==> config.mk <==
export PLATFORM = sky130hd
export DESIGN_NAME = muldiv_seq
export DESIGN_NICKNAME = d
export VERILOG_FILES = /design/src/rtl/muldiv_pkg.sv /design/src/rtl/muldiv_sign_fix.sv /design/src/rtl/muldiv_seq.sv
export SDC_FILE = /design/constraint.sdc
export NUM_CORES = 1
export LEC_CHECK = 0
export CORE_ASPECT_RATIO = 0.75
export CORE_MARGIN = 2
export CORE_UTILIZATION = 61
export CTS_BUF_LIST = sky130_fd_sc_hd__clkbuf_4
export CTS_CLUSTER_SIZE = 20
export DETAILED_ROUTE_END_ITERATION = 12
export PLACE_DENSITY = 0.84
export SLEW_MARGIN = 15
export SYNTH_ARGS = -nofsm -noshare
export SYNTH_HDL_FRONTEND = slang
export SYNTH_HIERARCHICAL = 1
export SYNTH_SLANG_ARGS = --single-unit
==> constraint.sdc <==
create_clock -name clk -period 6.93 [get_ports clk]
set_input_delay 1.386 -clock clk [delete_from_list [all_inputs] [get_ports clk]]
set_output_delay 1.386 -clock clk [all_outputs]
set_load 0.05 [all_outputs]
==> src/rtl/muldiv_pkg.sv <==
// Shared encodings for the sequential multiply/divide unit.
// Op codes, FSM states and small op-decode helpers.
package muldiv_pkg;

    typedef enum logic [1:0] {
        OP_MULT  = 2'b00,
        OP_MULTU = 2'b01,
        OP_DIV   = 2'b10,
        OP_DIVU  = 2'b11
    } op_e;

    typedef enum logic [1:0] {
        S_IDLE = 2'b00,
        S_CALC = 2'b01,
        S_FIX  = 2'b10,
        S_DONE = 2'b11
    } state_e;

    function automatic logic op_is_div(input logic [1:0] op);
        return op[1];
    endfunction

    function automatic logic op_is_signed(input logic [1:0] op);
        return ~op[0];
    endfunction

endpackage

==> src/rtl/muldiv_sign_fix.sv <==
// Operand magnitude extraction and result sign correction.
// Purely combinational; shared by operand load and the FIX state.
module muldiv_sign_fix
    import muldiv_pkg::*;
#(
    parameter int WIDTH = 32
) (
    input  logic               i_signed,
    input  logic [WIDTH-1:0]   i_a,
    input  logic [WIDTH-1:0]   i_b,
    input  logic               i_div,
    input  logic               i_neg_q,
    input  logic               i_neg_r,
    input  logic [2*WIDTH-1:0] i_res,
    output logic               o_sa,
    output logic               o_sb,
    output logic [WIDTH-1:0]   o_mag_a,
    output logic [WIDTH-1:0]   o_mag_b,
    output logic [2*WIDTH-1:0] o_res
);

    logic [WIDTH-1:0] w_hi;
    logic [WIDTH-1:0] w_lo;

    always_comb begin
        o_sa    = i_signed & i_a[WIDTH-1];
        o_sb    = i_signed & i_b[WIDTH-1];
        o_mag_a = o_sa ? (-i_a) : i_a;
        o_mag_b = o_sb ? (-i_b) : i_b;
    end

    // Multiply negates the full product; divide fixes q and r separately.
    always_comb begin
        w_hi  = i_res[2*WIDTH-1:WIDTH];
        w_lo  = i_res[WIDTH-1:0];
        o_res = i_res;
        if (i_div) begin
            o_res = {i_neg_r ? (-w_hi) : w_hi,
                     i_neg_q ? (-w_lo) : w_lo};
        end else if (i_neg_q) begin
            o_res = -i_res;
        end
    end

endmodule

==> src/rtl/muldiv_seq.sv <==
// Sequential MULT/MULTU/DIV/DIVU unit with HI/LO result registers.
// One shift-add / restoring-divide step per cycle over WIDTH cycles.
module muldiv_seq
    import muldiv_pkg::*;
#(
    parameter int WIDTH = 32
) (
    input  logic             clk,
    input  logic             reset,
    input  logic             start,
    input  logic [1:0]       op,
    input  logic [WIDTH-1:0] a,
    input  logic [WIDTH-1:0] b,
    input  logic             flush,
    output logic [WIDTH-1:0] hi,
    output logic [WIDTH-1:0] lo,
    output logic             busy,
    output logic             done,
    output logic             div0
);

    localparam int CNT_W = $clog2(WIDTH) + 1;

    state_e             r_state;
    state_e             w_next;
    op_e                r_op;
    logic               r_sa;
    logic               r_sb;
    logic               r_dz;
    logic [WIDTH-1:0]   r_mcand;
    logic [WIDTH-1:0]   r_acc_hi;
    logic [WIDTH-1:0]   r_acc_lo;
    logic [CNT_W-1:0]   r_cnt;
    logic [WIDTH-1:0]   r_hi;
    logic [WIDTH-1:0]   r_lo;
    logic               r_done;
    logic               r_div0;

    logic               w_busy;
    logic               w_accept;
    logic               w_iter;
    logic               w_fix;
    logic               w_commit;
    logic               w_zero_div;
    logic               w_last;

    logic               w_sa;
    logic               w_sb;
    logic [WIDTH-1:0]   w_mag_a;
    logic [WIDTH-1:0]   w_mag_b;
    logic [2*WIDTH-1:0] w_fixed;

    logic [WIDTH:0]     w_madd;
    logic [WIDTH:0]     w_msum;
    logic [WIDTH:0]     w_dshl;
    logic [WIDTH:0]     w_dsub;
    logic [WIDTH-1:0]   w_it_hi;
    logic [WIDTH-1:0]   w_it_lo;

    assign w_zero_div = op_is_div(op) && (b == '0);
    assign w_last     = (r_cnt == CNT_W'(WIDTH - 1));

    muldiv_sign_fix #(
        .WIDTH (WIDTH)
    ) u_sign_fix (
        .i_signed (op_is_signed(op)),
        .i_a      (a),
        .i_b      (b),
        .i_div    (op_is_div(r_op)),
        .i_neg_q  (r_sa ^ r_sb),
        .i_neg_r  (r_sa),
        .i_res    ({r_acc_hi, r_acc_lo}),
        .o_sa     (w_sa),
        .o_sb     (w_sb),
        .o_mag_a  (w_mag_a),
        .o_mag_b  (w_mag_b),
        .o_res    (w_fixed)
    );

    always_ff @(posedge clk or posedge reset) begin
        if (reset) begin
            r_state <= S_IDLE;
        end else begin
            r_state <= w_next;
        end
    end

    always_comb begin
        w_next = r_state;
        unique case (r_state)
            S_IDLE: begin
                if (w_accept) begin
                    w_next = w_zero_div ? S_DONE : S_CALC;
                end
            end
            S_CALC: begin
                if (w_last) begin
                    w_next = S_FIX;
                end
            end
            S_FIX:  w_next = S_DONE;
            S_DONE: w_next = S_IDLE;
        endcase
        if (flush) begin
            w_next = S_IDLE;
        end
    end

    // r_done blocks a start landing in the same cycle as the done pulse.
    always_comb begin
        w_busy   = 1'b0;
        w_accept = 1'b0;
        w_iter   = 1'b0;
        w_fix    = 1'b0;
        w_commit = 1'b0;
        unique case (r_state)
            S_IDLE: w_accept = start & ~flush & ~r_done;
            S_CALC: begin
                w_busy = 1'b1;
                w_iter = ~flush;
            end
            S_FIX: begin
                w_busy = 1'b1;
                w_fix  = ~flush;
            end
            S_DONE: begin
                w_busy   = 1'b1;
                w_commit = ~flush;
            end
        endcase
    end

    always_comb begin
        w_madd  = {1'b0, r_acc_hi} + {1'b0, r_mcand};
        w_msum  = r_acc_lo[0] ? w_madd : {1'b0, r_acc_hi};
        w_dshl  = {r_acc_hi, r_acc_lo[WIDTH-1]};
        w_dsub  = w_dshl - {1'b0, r_mcand};
        w_it_hi = w_msum[WIDTH:1];
        w_it_lo = {w_msum[0], r_acc_lo[WIDTH-1:1]};
        if (op_is_div(r_op)) begin
            if (w_dsub[WIDTH]) begin
                w_it_hi = w_dshl[WIDTH-1:0];
                w_it_lo = {r_acc_lo[WIDTH-2:0], 1'b0};
            end else begin
                w_it_hi = w_dsub[WIDTH-1:0];
                w_it_lo = {r_acc_lo[WIDTH-2:0], 1'b1};
            end
        end
    end

    always_ff @(posedge clk or posedge reset) begin
        if (reset) begin
            r_op     <= OP_MULT;
            r_sa     <= 1'b0;
            r_sb     <= 1'b0;
            r_dz     <= 1'b0;
            r_mcand  <= '0;
            r_acc_hi <= '0;
            r_acc_lo <= '0;
            r_cnt    <= '0;
            r_hi     <= '0;
            r_lo     <= '0;
            r_done   <= 1'b0;
            r_div0   <= 1'b0;
        end else begin
            r_done <= 1'b0;
            r_div0 <= 1'b0;
            if (w_accept) begin
                r_op     <= op_e'(op);
                r_sa     <= w_sa;
                r_sb     <= w_sb;
                r_dz     <= w_zero_div;
                r_mcand  <= w_mag_b;
                r_acc_hi <= '0;
                r_acc_lo <= w_mag_a;
                r_cnt    <= '0;
            end else if (w_iter) begin
                r_acc_hi <= w_it_hi;
                r_acc_lo <= w_it_lo;
                r_cnt    <= r_cnt + CNT_W'(1);
            end else if (w_fix) begin
                {r_acc_hi, r_acc_lo} <= w_fixed;
            end
            if (w_commit) begin
                r_done <= 1'b1;
                r_div0 <= r_dz;
                if (!r_dz) begin
                    r_hi <= r_acc_hi;
                    r_lo <= r_acc_lo;
                end
            end
        end
    end

    assign hi   = r_hi;
    assign lo   = r_lo;
    assign busy = w_busy;
    assign done = r_done;
    assign div0 = r_div0;

endmodule

# Word level (Yosys, flattened, before mapping)
# Cells that the tools add are included.
totals:
  ff_bits: 175
  in_bits: 70
  output_inout_bits: 67
  word_cells: 80
op_classes:
  addsub: 8
  eq_ne: 7
  muxes: 31
  bitwise_logic: 9
  n_reduce_logical: 12
op_table:
  columns: ["op", "n"]
  rows:
  - ["$mux 32", 13]
  - ["$mux 64", 2]
  - ["$neg 32->32", 4]
  - ["$neg 64->64", 1]
  - ["$add 32x32->33", 1]
  - ["$mux 33", 1]
  - ["$sub 33x32->33", 1]
  - ["$logic_not 32->1", 1]
  - ["$mux 6", 2]
  - ["$mux 1", 8]
  - ["$mux 2", 4]
  - ["$pmux 2 s4", 1]
  - ["$add 6x1->6 const B", 1]
  - ["$eq 6x5->1 const B", 1]
  - ["$ne 3x3->1 const B", 2]
  - ["$reduce_and 2->1", 3]
  - ["$reduce_bool 3->1", 2]
  - ["$and 1x1->1", 4]
  - ["$eq 2x2->1 const B", 2]
  - ["$ne 4x1->1 const B", 1]
  - ["$not 1->1", 4]
  - ["$reduce_bool 4->1", 1]
  - ["$reduce_and 3->1", 1]
  - ["$reduce_or 3->1", 1]
  - ["other kinds (5)", 5]

# Longest topological paths before layout
logic_depth:
  word_depth: 7
  mapped_depth: 15
  mapped_depth_nobuf: 13

# Cells and area by module
# The synthesis kept the hierarchy.
by_module_without_submodules:
  columns: ["module", "n_inst", "cells_each", "area_per_inst_um2", "seq_area_each_um2"]
  rows:
  - ["muldiv_seq", 1, 1336, 12014.0, 4354.2]
  - ["muldiv_sign_fix", 1, 485, 3078.0, 0.0]

# Least setup slack after synthesis
# No wires, ideal clock.
synth_timing:
  path_kind: "input -> register"
  from: "input port flush"
  to: "register r_acc_hi[30]"
  setup_time_ps: 120
  arrival_ps: 3286
  t_required_ps: 6810
  setup_slack_ps: 3524
  cell_stages: 9
  n_path_buf: 2
  path_cell_list: "clkbuf_1 or4b_2 clkbuf_1 nand2_1 nor2_1 and3_1 a31oi_1 nand3_1 a31o_2"
synth_via:
  elab_chain_cells: 6
  elab_cells_between_ends: 12
  cone_classes: "eq/ne: 1; mux: 5; bitwise: 3; reduce/logical: 3"
synth_lines:
  columns: ["item", "line", "source"]
  rows:
  - ["start, declared", "muldiv_seq.sv:14", "input logic flush,"]
  - ["$not 1->1 *", "muldiv_seq.sv:117, muldiv_seq.sv:120, muldiv_seq.sv:124", null]
  - ["$and 1x1->1 (2 in a row)", "muldiv_seq.sv:117", "S_IDLE: w_accept = start & ~flush & ~r_done;"]
  - ["$mux 1", "muldiv_seq.sv:116", "unique case (r_state)"]
  - ["$ne 4x1->1 (no line), or another cell as far along", null, null]
  - ["$reduce_and 3->1 (no line)", null, null]
  - ["end signal, assigned", "muldiv_seq.sv:178", "r_acc_hi <= w_it_hi;"]
  - ["end signal, assigned", "muldiv_seq.sv:182", "{r_acc_hi, r_acc_lo} <= w_fixed;"]
  - ["end, declared", "muldiv_seq.sv:31", "logic [WIDTH-1:0] r_acc_hi;"]
# Every way passes the cells marked *; elsewhere a longest branch is shown, timed or not.
# A chain may end at the register's enable or synchronous reset.

# Worst setup path after layout
layout_timing:
  from: "register r_acc_lo[12]"
  to: "register r_acc_hi[25]"
layout_via:
  elab_chain_cells: 6
layout_lines:
  columns: ["item", "line", "source"]
  rows:
  - ["start, declared", "muldiv_seq.sv:32", "logic [WIDTH-1:0] r_acc_lo;"]
  - ["start signal, assigned", "muldiv_seq.sv:175", "r_acc_lo <= w_mag_a;"]
  - ["start signal, assigned", "muldiv_seq.sv:179", "r_acc_lo <= w_it_lo;"]
  - ["start signal, assigned", "muldiv_seq.sv:182", null]
  - ["$neg 64->64", "muldiv_sign_fix.sv:41", "o_res = -i_res;"]
  - ["$mux 64", "muldiv_sign_fix.sv:40", "end else if (i_neg_q) begin"]
  - ["$mux 64", "muldiv_sign_fix.sv:37", "if (i_div) begin"]
  - ["via w_fixed[57]", "muldiv_seq.sv:51", "logic [2*WIDTH-1:0] w_fixed;"]
  - ["$mux 32", "muldiv_seq.sv:181", "end else if (w_fix) begin"]
  - ["$mux 32", "muldiv_seq.sv:177", "end else if (w_iter) begin"]
  - ["$mux 32", "muldiv_seq.sv:168", "if (w_accept) begin"]
# The timed path passes the listed nets, and every way through them passes these cells. The select of a mux whose other input is x is not followed.

==> results.txt <==
Slew headroom: 17.7%
Synth Area in Simple Gates: 17.7%
Cts bufs inserted: 17
Setup TNS: 0 ns
CTS tree: built
Main synth FF type: dfrtp_1
HP Class: reg -> reg
Number of global-route vias before repair: 13500
Area growth syn-to-layout: 12.3%
Port Buffers: 136
Core Region: 24200 µm²
Gr busiest metal: met1
Synth cell types: 84
Floorplan die height: 140 µm
Mapped Cells: 1821
Crit Path Class: reg -> reg
Min Tclk post-route: 4.34 ns
PwrDens: 563 nW/µm²
Period utilization: 62.6%
Leak: 7.06 nW
Worst EP required: 7.40 ns
Critical Path Fanout Max: 7
Drt total wl: 47500 µm
GRT Total Usage: 36.7%
Initial DRC count: 1556
Worst Max-Slew Pin Slew: 1.23 ns
Starting Density: 62.5%
Setup crit start kind: register
Cell Rows: 49
Number of setup buffers added after CTS: 0
Met3 Track Usage GR: 11.6%
Clock slew at reported path FFs: 0.17 ns
Main combinational cell family by area after synthesis: compound AO/OA/AOI/OAI gates
CTS Root Cell: clkbuf_4
Initial antenna violation count: 2
H-tree level count: 4
Final Hold Viols: 0
Die Area: 26000 µm²
Cts repair resizes: 0
DRT Pass-1 Iters: 7
Setup crit end kind: register
Synth Area in Adders: 6.40%
Peak supply drop: 331 µV
Share of layout cells above drive strength 1: 7.95%
GPL Wtd Cong: 0.995
Nets@finish: 2045
Compound-Gate Fraction of Synth Area: 23.4%
Post-Syn Nets: 1967
Final Max Tran Viols: 0
Remaining global-route overflow: 0
Sequential fraction of the synthesis area: 28.9%
ANT nets after route: 0
Power Total: 9.54 mW
Mean Syn Cell Area: 8.29 µm²
Ys Warns: 6
Post-CTS Hold Fix Bufs: 0
DRC: 0
Ys async rst share: 100%
Fmax: 0.231 GHz
Met1 Track Usage GR: 55.1%
WL/cell: 21.2 µm
Post-route setup slack: 2.59 ns
Number of synthesized register bits: 174
Mux cell area share after synthesis: 8.97%
Via Count: 14900
Vias per inst: 6.65
Number of synthesized flops with an enable pin: 0
Unrepaired setup endpoints after global routing: no
Synth Area in XOR/XNOR: 10.4%
Max Cap Viol: 0
Cell area after synthesis: 15100 µm²
Final setup violation count: 0
DP HPWL: 35100 µm
IO Count: 137
Skew final: 0.0235 ns
GR Layer Usage met2: 49.8%
Largest net degree at the start of global routing: 78
Clock Path Buffers: 2
Outcome: finished, final reports clean
First-pass GRT wire length: 75100 µm
Clock latency on the worst-skew pair: 0.62 ns
Final-layout fill cell count: 2000
Core Util, Final: 70.2%
Clk sink count: 174
WP data arrival: 4.81 ns
Die width: 186 µm
DP Worst Slack: 2.55 ns
## registers in the layout, indices dropped and copies added, names as in the netlist
register  flops
r_mcand      32
r_acc_lo     32
done          1
r_dz          1
r_op          1
r_sb          1
r_acc_hi     32
r_sa          1
r_state       2
hi           32
r_cnt         6
div0          1
lo           32
## critical path: stages, from the launching register on
cell and delay [ns]:
dfrtp_1 0.49, or4_1 0.69, nor4_1 0.95, nand3_1 0.35, o21ai_0 0.65, a31oi_1 0.22
xor2_1 0.19, a222oi_1 0.45, o221ai_1 0.19
## worst paths after layout
kind,to,from,slack [ns],cells after the start
setup reg to reg,r_acc_hi[25],r_acc_lo[12],2.59,8
max in group asynchronous,lo[27],reset,4.45,3
hold reg to reg,hi[28],hi[28],0.53,1
min in group asynchronous,lo[5],reset,1.22,2
setup / recovery,r_acc_hi[25],r_acc_lo[12],2.59,8
hold / removal,hi[28],hi[28],0.53,1
## synth_stat cells, types with 52 or more instances
cell | number | share of area [%]
a21oi_1 | 141 | 4.7
clkbuf_1 | 73 | 1.8
dfrtp_1 | 174 | 29
ha_1 | 74 | 6.1
inv_1 | 73 | 1.8
mux2_2 | 73 | 5.4
mux2i_1 | 52 | 3.4
nand2_1 | 186 | 4.6
nor2_1 | 135 | 3.4
o21ai_0 | 147 | 4.9
xnor2_1 | 100 | 5.8
xor2_1 | 76 | 4.4
## layout make-up
class	count	area (µm²)	area share (%)
well taps	331	414	2.44
inverters	73	279	1.65
repair buffers	151	1470	8.70
flip-flops and latches	174	4360	25.7
clock buffers	17	128	0.753
clock inverters	15	174	1.03
diodes	3	7.51	0.0443
multi-input cells	1482	10100	59.7
## cells in the final DEF, fill, tap and decap left out, types with 19 or more instances in the layout
cell,n
nor2_1,135
nor4_1,22
xor2_1,75
o21ai_0,147
clkdlybuf4s50_1,136
o31ai_1,25
nor3_1,43
mux2_2,73
nand3_1,28
ha_1,74
a21o_1,27
dfrtp_1,173
xnor2_1,100
a21oi_1,141
mux2i_1,52
inv_1,72
or4_1,19
a211oi_1,49
or3_1,26
nand4_1,19
nand2_1,186
## through the flow
step / area, µm² / instances / hold slack (ns)
2_1_floorplan: 15100 / 1821 / 0.453
6_report: 16900 / 2246 / 0.526
3_3_place_gp: 16600 / 2211 / 0.489
4_1_cts: 16900 / 2243 / 0.529
5_1_grt: 16900 / 2244 / 0.539
3_5_place_dp: 16600 / 2211 / 0.495
## cell families (layout without fill, tap and decap cells)
logic type	after synthesis	in the layout
xor gates and xnor gates	177	177
DFF	174	174
and+or+nand+nor	556	556
buffers and inverters	165	256
AOI/OAI and AO/OA	547	547
muxes	126	126
other	0	3
adders and majority gates	76	76
## power breakdown
part	internal, mW	switching (mW)
clock network	0.229	0.428
registers	1.42	0.722
logic	2.67	4.07
total	4.31	5.22
## per-layer routing
metal	part of all wire [%]	vias to the layer above	routed length (µm)
met5	0	-	0
met4	2.5	0	1210
met3	12	82	5590
met2	41	816	19300
met1	45	7195	21500
li1	-	6842	-
Note: power is estimated with default switching activity, not from simulation.
